**config.mk**
```make
export PLATFORM = sky130hd
export DESIGN_NAME = aes_result_fifo_flat
export DESIGN_NICKNAME = d
export VERILOG_FILES = /design/src/rtl/aes_result_fifo_if.sv /design/src/rtl/aes_result_fifo.sv /design/src/flat_wrapper.sv
export SDC_FILE = /design/constraint.sdc
export NUM_CORES = 1
export LEC_CHECK = 0
export ABC_AREA = 1
export BUFFER_PORTS_ARGS = -buffer_cell sky130_fd_sc_hd__buf_2
export CORE_ASPECT_RATIO = 0.9
export CORE_UTILIZATION = 45
export DETAILED_ROUTE_END_ITERATION = 10
export HOLD_SLACK_MARGIN = 0.12
export PLACE_DENSITY_LB_ADDON = 0.12
export SYNTH_ARGS = -nofsm -noshare
export SYNTH_HDL_FRONTEND = slang
export SYNTH_SLANG_ARGS = --single-unit
```
**constraint.sdc**
```tcl
create_clock -name wb_clk_i -period 10.55 [get_ports wb_clk_i]
set_input_delay 1.055 -clock wb_clk_i [delete_from_list [all_inputs] [get_ports wb_clk_i]]
set_output_delay 1.055 -clock wb_clk_i [all_outputs]
set_load 0.005 [all_outputs]
```
**src/rtl/aes_result_fifo_if.sv**
```systemverilog
// aes_result_fifo_if: capture/read bus between the AES core, the result
// buffer and the Wishbone slave read path.
interface aes_result_fifo_if #(
  parameter int unsigned DEPTH = 4
);
  localparam int unsigned AW = $clog2(DEPTH);

  logic          done_i;
  logic [127:0]  res_i;
  logic          rd_i;
  logic          clr_i;
  logic [31:0]   rd_data_o;
  logic          rd_valid_o;
  logic          empty_o;
  logic          full_o;
  logic [AW:0]   count_o;
  logic          ovf_o;
  logic          udf_o;
  logic          irq_o;

  // Producer side: core flags plus Wishbone read strobe/flush
  modport master (
    output done_i, res_i, rd_i, clr_i,
    input  rd_data_o, rd_valid_o, empty_o, full_o, count_o, ovf_o, udf_o, irq_o
  );

  // Buffer side
  modport slave (
    input  done_i, res_i, rd_i, clr_i,
    output rd_data_o, rd_valid_o, empty_o, full_o, count_o, ovf_o, udf_o, irq_o
  );
endinterface

```
**src/rtl/aes_result_fifo.sv**
```systemverilog
// aes_result_fifo: queues 128-bit AES results on the rising edge of the core
// done flag and serialises each one MSB-first as four 32-bit words.
// Optional feature macro: AES_RESFIFO_OVF_IRQ_EN (registered overflow irq).
module aes_result_fifo #(
  parameter int unsigned DEPTH = 4,
  parameter int unsigned AW    = $clog2(DEPTH)
) (
  input logic              wb_clk_i,
  input logic              wb_rst_i,
  aes_result_fifo_if.slave bus
);
  localparam int unsigned CW = AW + 1;

  logic [127:0]  mem [DEPTH];
  logic [AW-1:0] wp_q;
  logic [AW-1:0] rp_q;
  logic [CW-1:0] cnt_q;
  logic [1:0]    widx_q;
  logic          done_d_q;
  logic [31:0]   rd_data_q;
  logic          rd_valid_q;
  logic          empty_q;
  logic          full_q;
  logic          ovf_q;
  logic          udf_q;

  logic          push_c;
  logic          rd_ok_c;
  logic          final_pop_c;
  logic          push_ok_c;
  logic [CW-1:0] cnt_nxt_c;
  logic [127:0]  head_c;
  logic [31:0]   word_c;

  // Event decode; a full buffer still accepts a push when the head leaves this cycle
  always_comb begin
    push_c      = bus.done_i & ~done_d_q;
    rd_ok_c     = bus.rd_i & (cnt_q != '0);
    final_pop_c = rd_ok_c & (widx_q == 2'd3);
    push_ok_c   = push_c & (~full_q | final_pop_c);
    cnt_nxt_c   = cnt_q + CW'(push_ok_c) - CW'(final_pop_c);
  end

  // Head-entry word select, MSB word first
  always_comb begin
    word_c = '0;
    head_c = mem[rp_q];
    case (widx_q)
      2'd0: word_c = head_c[127:96];
      2'd1: word_c = head_c[95:64];
      2'd2: word_c = head_c[63:32];
      2'd3: word_c = head_c[31:0];
      default: word_c = '0;
    endcase
  end

  // Pointers, count, flags and read word; clr_i outranks push and read
  always_ff @(posedge wb_clk_i or posedge wb_rst_i) begin
    if (wb_rst_i) begin
      wp_q       <= '0;
      rp_q       <= '0;
      cnt_q      <= '0;
      widx_q     <= '0;
      done_d_q   <= 1'b0;
      rd_data_q  <= '0;
      rd_valid_q <= 1'b0;
      empty_q    <= 1'b1;
      full_q     <= 1'b0;
      ovf_q      <= 1'b0;
      udf_q      <= 1'b0;
    end else begin
      done_d_q <= bus.done_i;
      if (bus.clr_i) begin
        wp_q       <= '0;
        rp_q       <= '0;
        cnt_q      <= '0;
        widx_q     <= '0;
        rd_valid_q <= 1'b0;
        empty_q    <= 1'b1;
        full_q     <= 1'b0;
        ovf_q      <= 1'b0;
        udf_q      <= 1'b0;
      end else begin
        rd_valid_q <= rd_ok_c;
        if (rd_ok_c) begin
          rd_data_q <= word_c;
          widx_q    <= widx_q + 2'd1;
        end
        if (final_pop_c) rp_q <= rp_q + AW'(1);
        if (push_ok_c)   wp_q <= wp_q + AW'(1);
        if (push_c & ~push_ok_c)  ovf_q <= 1'b1;
        if (bus.rd_i & ~rd_ok_c)  udf_q <= 1'b1;
        cnt_q   <= cnt_nxt_c;
        empty_q <= (cnt_nxt_c == '0);
        full_q  <= (cnt_nxt_c == CW'(DEPTH));
      end
    end
  end

  // Result storage; contents are deliberately left unreset
  always_ff @(posedge wb_clk_i) begin
    if (!wb_rst_i && !bus.clr_i && push_ok_c) mem[wp_q] <= bus.res_i;
  end

`ifdef AES_RESFIFO_OVF_IRQ_EN
  logic irq_q;

  // Overflow interrupt trails the sticky flag by one cycle
  always_ff @(posedge wb_clk_i or posedge wb_rst_i) begin
    if (wb_rst_i)        irq_q <= 1'b0;
    else if (bus.clr_i)  irq_q <= 1'b0;
    else                 irq_q <= ovf_q;
  end

  assign bus.irq_o = irq_q;
`else
  assign bus.irq_o = 1'b0;
`endif

  assign bus.rd_data_o  = rd_data_q;
  assign bus.rd_valid_o = rd_valid_q;
  assign bus.empty_o    = empty_q;
  assign bus.full_o     = full_q;
  assign bus.count_o    = cnt_q;
  assign bus.ovf_o      = ovf_q;
  assign bus.udf_o      = udf_q;
endmodule

```
**src/flat_wrapper.sv**
```systemverilog
// flat-port wrapper written by rule: the top's interface ports become plain ports
module aes_result_fifo_flat 
#(
  parameter int unsigned DEPTH = 4,
  parameter int unsigned AW    = $clog2(DEPTH)
)
  (wb_clk_i, wb_rst_i, bus_done_i, bus_res_i, bus_rd_i, bus_clr_i, bus_rd_data_o, bus_rd_valid_o, bus_empty_o, bus_full_o, bus_count_o, bus_ovf_o, bus_udf_o, bus_irq_o);
  aes_result_fifo_if #(.DEPTH(DEPTH)) bus_i ();
  input logic wb_clk_i;
  input logic wb_rst_i;
  input wire logic [$bits(bus_i.done_i)-1:0] bus_done_i;
  input wire logic [$bits(bus_i.res_i)-1:0] bus_res_i;
  input wire logic [$bits(bus_i.rd_i)-1:0] bus_rd_i;
  input wire logic [$bits(bus_i.clr_i)-1:0] bus_clr_i;
  output wire logic [$bits(bus_i.rd_data_o)-1:0] bus_rd_data_o;
  output wire logic [$bits(bus_i.rd_valid_o)-1:0] bus_rd_valid_o;
  output wire logic [$bits(bus_i.empty_o)-1:0] bus_empty_o;
  output wire logic [$bits(bus_i.full_o)-1:0] bus_full_o;
  output wire logic [$bits(bus_i.count_o)-1:0] bus_count_o;
  output wire logic [$bits(bus_i.ovf_o)-1:0] bus_ovf_o;
  output wire logic [$bits(bus_i.udf_o)-1:0] bus_udf_o;
  output wire logic [$bits(bus_i.irq_o)-1:0] bus_irq_o;
  assign bus_i.done_i = bus_done_i;
  assign bus_i.res_i = bus_res_i;
  assign bus_i.rd_i = bus_rd_i;
  assign bus_i.clr_i = bus_clr_i;
  assign bus_rd_data_o = bus_i.rd_data_o;
  assign bus_rd_valid_o = bus_i.rd_valid_o;
  assign bus_empty_o = bus_i.empty_o;
  assign bus_full_o = bus_i.full_o;
  assign bus_count_o = bus_i.count_o;
  assign bus_ovf_o = bus_i.ovf_o;
  assign bus_udf_o = bus_i.udf_o;
  assign bus_irq_o = bus_i.irq_o;
  aes_result_fifo #(.DEPTH(DEPTH), .AW(AW)) u_core (.wb_clk_i(wb_clk_i), .wb_rst_i(wb_rst_i), .bus(bus_i));
endmodule
```
==> results.sh <==
export IMPL_status="finished clean"
export IMPL_powerDensity_nw_per_um2=183
export IMPL_dp_cells=2984
export IMPL_synth_xor_xnor_area_share_pct=0.0744
export IMPL_maxSlewViolCount=0
export IMPL_startpoint_type="register"
export IMPL_hp_class="register to register"
export IMPL_finalSetupViolations=0
export IMPL_fin_crit_sh_pct=35.6
export IMPL_nNetsFinal=2500
export IMPL_cts_hold_repair_buffers=0
export IMPL_syn_area_um2=23500
export IMPL_layout_cells_non_filler=3091
export IMPL_async_reset_ff_share_pct=8.41
export IMPL_end_kind="register"
export IMPL_routed_via_density=4.97
export IMPL_synth_common_cells="nand2_1 (683), edfxtp_1 (512), inv_1 (343)"
export IMPL_ios=174
export IMPL_placed_area_um2=24900
export IMPL_final_util_pct=51.7
export IMPL_cts_max_path_buffers=3
export IMPL_fp_dieW_um=243
export IMPL_drc=0
export IMPL_synth_fa_ha_area_share_pct=0.617
export IMPL_syn_nets=2362
export IMPL_arrival_ps=3990
export IMPL_drt_pass1_iterations=5
export IMPL_dieArea_um2=53200
export IMPL_initial_utilization_pct=45.5
export IMPL_portBuffers=172
export IMPL_synth_warnings=0
export IMPL_synth_top_cell_area_share_pct=65.3
export IMPL_grt_pass1_wl_um=91600
export IMPL_place_congestion=0.778
export IMPL_yosysMostFrequentCell="nand2_1"
export IMPL_finalHoldViolCount=0
export IMPL_cap_viol_max_count=0
export IMPL_p_switching_mw=1.12
export IMPL_cts_tree="built"
export IMPL_layout_drive_gt1_share_pct=11.9
export IMPL_synth_compound_area_share_pct=2.19
export IMPL_rows=79
export IMPL_hpwl_um=34500
export IMPL_antenna_found_initial=5
export IMPL_p_leak_nw=11.4
export IMPL_setup_tns_ps=0
export IMPL_rsz0062_at_grt="false"
export IMPL_synthTopCellsByArea="edfxtp_1 (65%), nand2_1 (11%), nand3_1 (5.6%)"
export IMPL_synth_edff_count=512
export IMPL_grt_max_degree=194
export IMPL_vias=15400
export IMPL_grt_pass1_vias=14600
export IMPL_synthFlopType="edfxtp_1"
export IMPL_switching_share_pct=22.8
export IMPL_worst_slew_pin_slew_ps=1240
export IMPL_cts_made_buffers=58
export IMPL_synth_mux_area_share_pct=0
export IMPL_wire_per_inst_um=19.6
export IMPL_fin_crit_ps=3760
export IMPL_ant_nets=0
export IMPL_cp_max_fo=67
export IMPL_fmax_ghz=0.266
export IMPL_drtIter0Drc=1292
export IMPL_ys_ff_latch=559
export IMPL_clock_latency_ps=620
export IMPL_synthSimpleGateAreaFrac_pct=18.8
export IMPL_clock_skew_ps=21.7
export IMPL_cts_reportedPaths_clkPinSlew_ps=60
export IMPL_synth_cell_types=25
export IMPL_cts_resized_gates=0
export IMPL_ir_worst_vdd_mv=0.122
export IMPL_power_frac_seq_pct=52.4
export IMPL_fp_dieH_um=219
export IMPL_htreeDepth=2
export IMPL_wirelength_um=60500
export IMPL_maxSlewHeadroom_pct=17.5
export IMPL_syn_avg_cell_area_um2=10.6
export IMPL_ys_seq_area_share_pct=70.3
export IMPL_root_buffer="clkbuf_16"
export IMPL_area_growth_pct=13.7
export IMPL_post_cts_buffers=0
export IMPL_clock_power_share_pct=40.7
export IMPL_cp_required_ps=10780
export IMPL_postSynthCellCount=2218
export IMPL_pwr_share_comb_pct=7.0
export IMPL_crit_type="register to register"
export IMPL_fin_hold_ws_ps=481
export IMPL_synth_top_family_by_area="simple AND/OR/NAND/NOR gates"
export IMPL_grt_use_total_pct=23.0
export IMPL_p_int_mw=3.78
export IMPL_cts_sinks=559
export IMPL_core_um2=51700
export IMPL_final_area_um2=26700
export IMPL_yosysTopAreaCell="edfxtp_1"
export IMPL_grt_overflow=0
-- through the flow --
step / total power, mW / setup WS, ps
floorplan: 2.74 / 2180
global placement: 2.95 / 6190
detailed placement: 2.96 / 6170
CTS: 4.94 / 6740
global route: 5.07 / 6470
finish: 4.89 / 6790
-- routing by layer --
metal,GRT usage (%),share of wire (%),vias to the layer above
li1,-,-,7447
met1,34.1,47,7423
met2,34.8,45,423
met3,3.55,5.9,80
met4,7.19,2.2,2
met5,0,0.023,-
-- power by group through the flow --
stage               Clock [mW]  Combinational [mW]  Sequential, mW
floorplan                    0               0.142            2.60
global placement             0               0.343            2.61
detailed placement           0               0.346            2.61
CTS                       2.03               0.348            2.56
global route              2.12               0.386            2.57
finish                    1.99               0.340            2.56
-- flip-flops by register name, indices dropped and copies added (netlist names) --
signal                 flops
u_core.bus.count_o         3
u_core.bus.empty_o         1
u_core.bus.full_o          1
u_core.bus.ovf_o           1
u_core.bus.rd_data_o      32
u_core.bus.rd_valid_o      1
u_core.bus.udf_o           1
u_core.done_d_q            1
u_core.mem               512
u_core.rp_q                2
u_core.widx_q              2
u_core.wp_q                2
-- area by class of cell --
class                      count  area [um2]
inverter                     344        1300
tap                          688         861
timing repair buffer         188        1030
fill                        4564       24900
multi-input combinational   1205        5150
antenna                        4        10.0
sequential                   559       16600
clock inverter                24         208
clock buffer                  79        1630
-- logic make-up after synthesis --
logic type / count (synthesis)
fa+ha+maj: 11
simple gates: 1088
flops: 559
compound gates: 103
buf+inv: 454
other cells: 1
xor+xnor: 2
-- cells in the final DEF (no fill, tap or decap) --
| cell type | synthesis | final |
|---|---|---|
| nand2_1 | 683 | 683 |
| edfxtp_1 | 512 | 512 |
| inv_1 | 343 | 341 |
| nand3_1 | 262 | 262 |
| buf_2 | 41 | 172 |
| nor2_1 | 139 | 135 |
| o21ai_0 | 67 | 67 |
| clkbuf_16 | 0 | 59 |
| dfrtp_1 | 46 | 44 |
| a21oi_1 | 36 | 36 |
| clkbuf_1 | 35 | 12 |
| buf_4 | 5 | 12 |
| clkinv_2 | 0 | 10 |
| ha_1 | 10 | 8 |
| clkbuf_8 | 0 | 8 |
| clkinv_1 | 0 | 7 |
| diode_2 | 0 | 4 |
| nor2_4 | 0 | 4 |
| buf_12 | 0 | 4 |
| inv_6 | 0 | 3 |
| bufinv_16 | 0 | 3 |
| dfrtp_4 | 0 | 2 |
| nor2_2 | 1 | 1 |
| inv_4 | 1 | 1 |
| inv_2 | 0 | 1 |
| xnor2_1 | 1 | 1 |
| xor2_1 | 1 | 1 |
| nor3_1 | 1 | 1 |
| nor3b_1 | 1 | 1 |
| nand4_1 | 1 | 1 |
| fa_1 | 1 | 1 |
| ha_4 | 0 | 1 |
| ha_2 | 0 | 1 |
| conb_1 | 1 | 1 |
| clkinv_8 | 0 | 1 |
| clkinvlp_4 | 0 | 1 |
| dfstp_2 | 1 | 1 |
-- path summary, 6_finish.rpt --
path,slack (ps),start,cells past startpoint,to
min reg2reg,480,u_core.bus.rd_data_o[2],2,u_core.bus.rd_data_o[2]
min,480,u_core.bus.rd_data_o[2],2,u_core.bus.rd_data_o[2]
max in group asynchronous,9370,wb_rst_i,3,u_core.rp_q[0]
min in group asynchronous,640,wb_rst_i,3,u_core.rp_q[1]
max reg2reg,6790,u_core.bus.count_o[1],10,u_core.mem[2][53]
max,6790,u_core.bus.count_o[1],10,u_core.mem[2][53]
-- worst max-delay path, stage by stage, from the launching register on --
cell and delay [ps]:
dfrtp_1 410, inv_1 80, nand3_1 100, nand3_1 150
nand2_1 100, nand2_1 80, inv_1 120, nand3_1 310
nor2_4 180, buf_4 860, buf_4 910
Power figures use the tool's default switching activity.
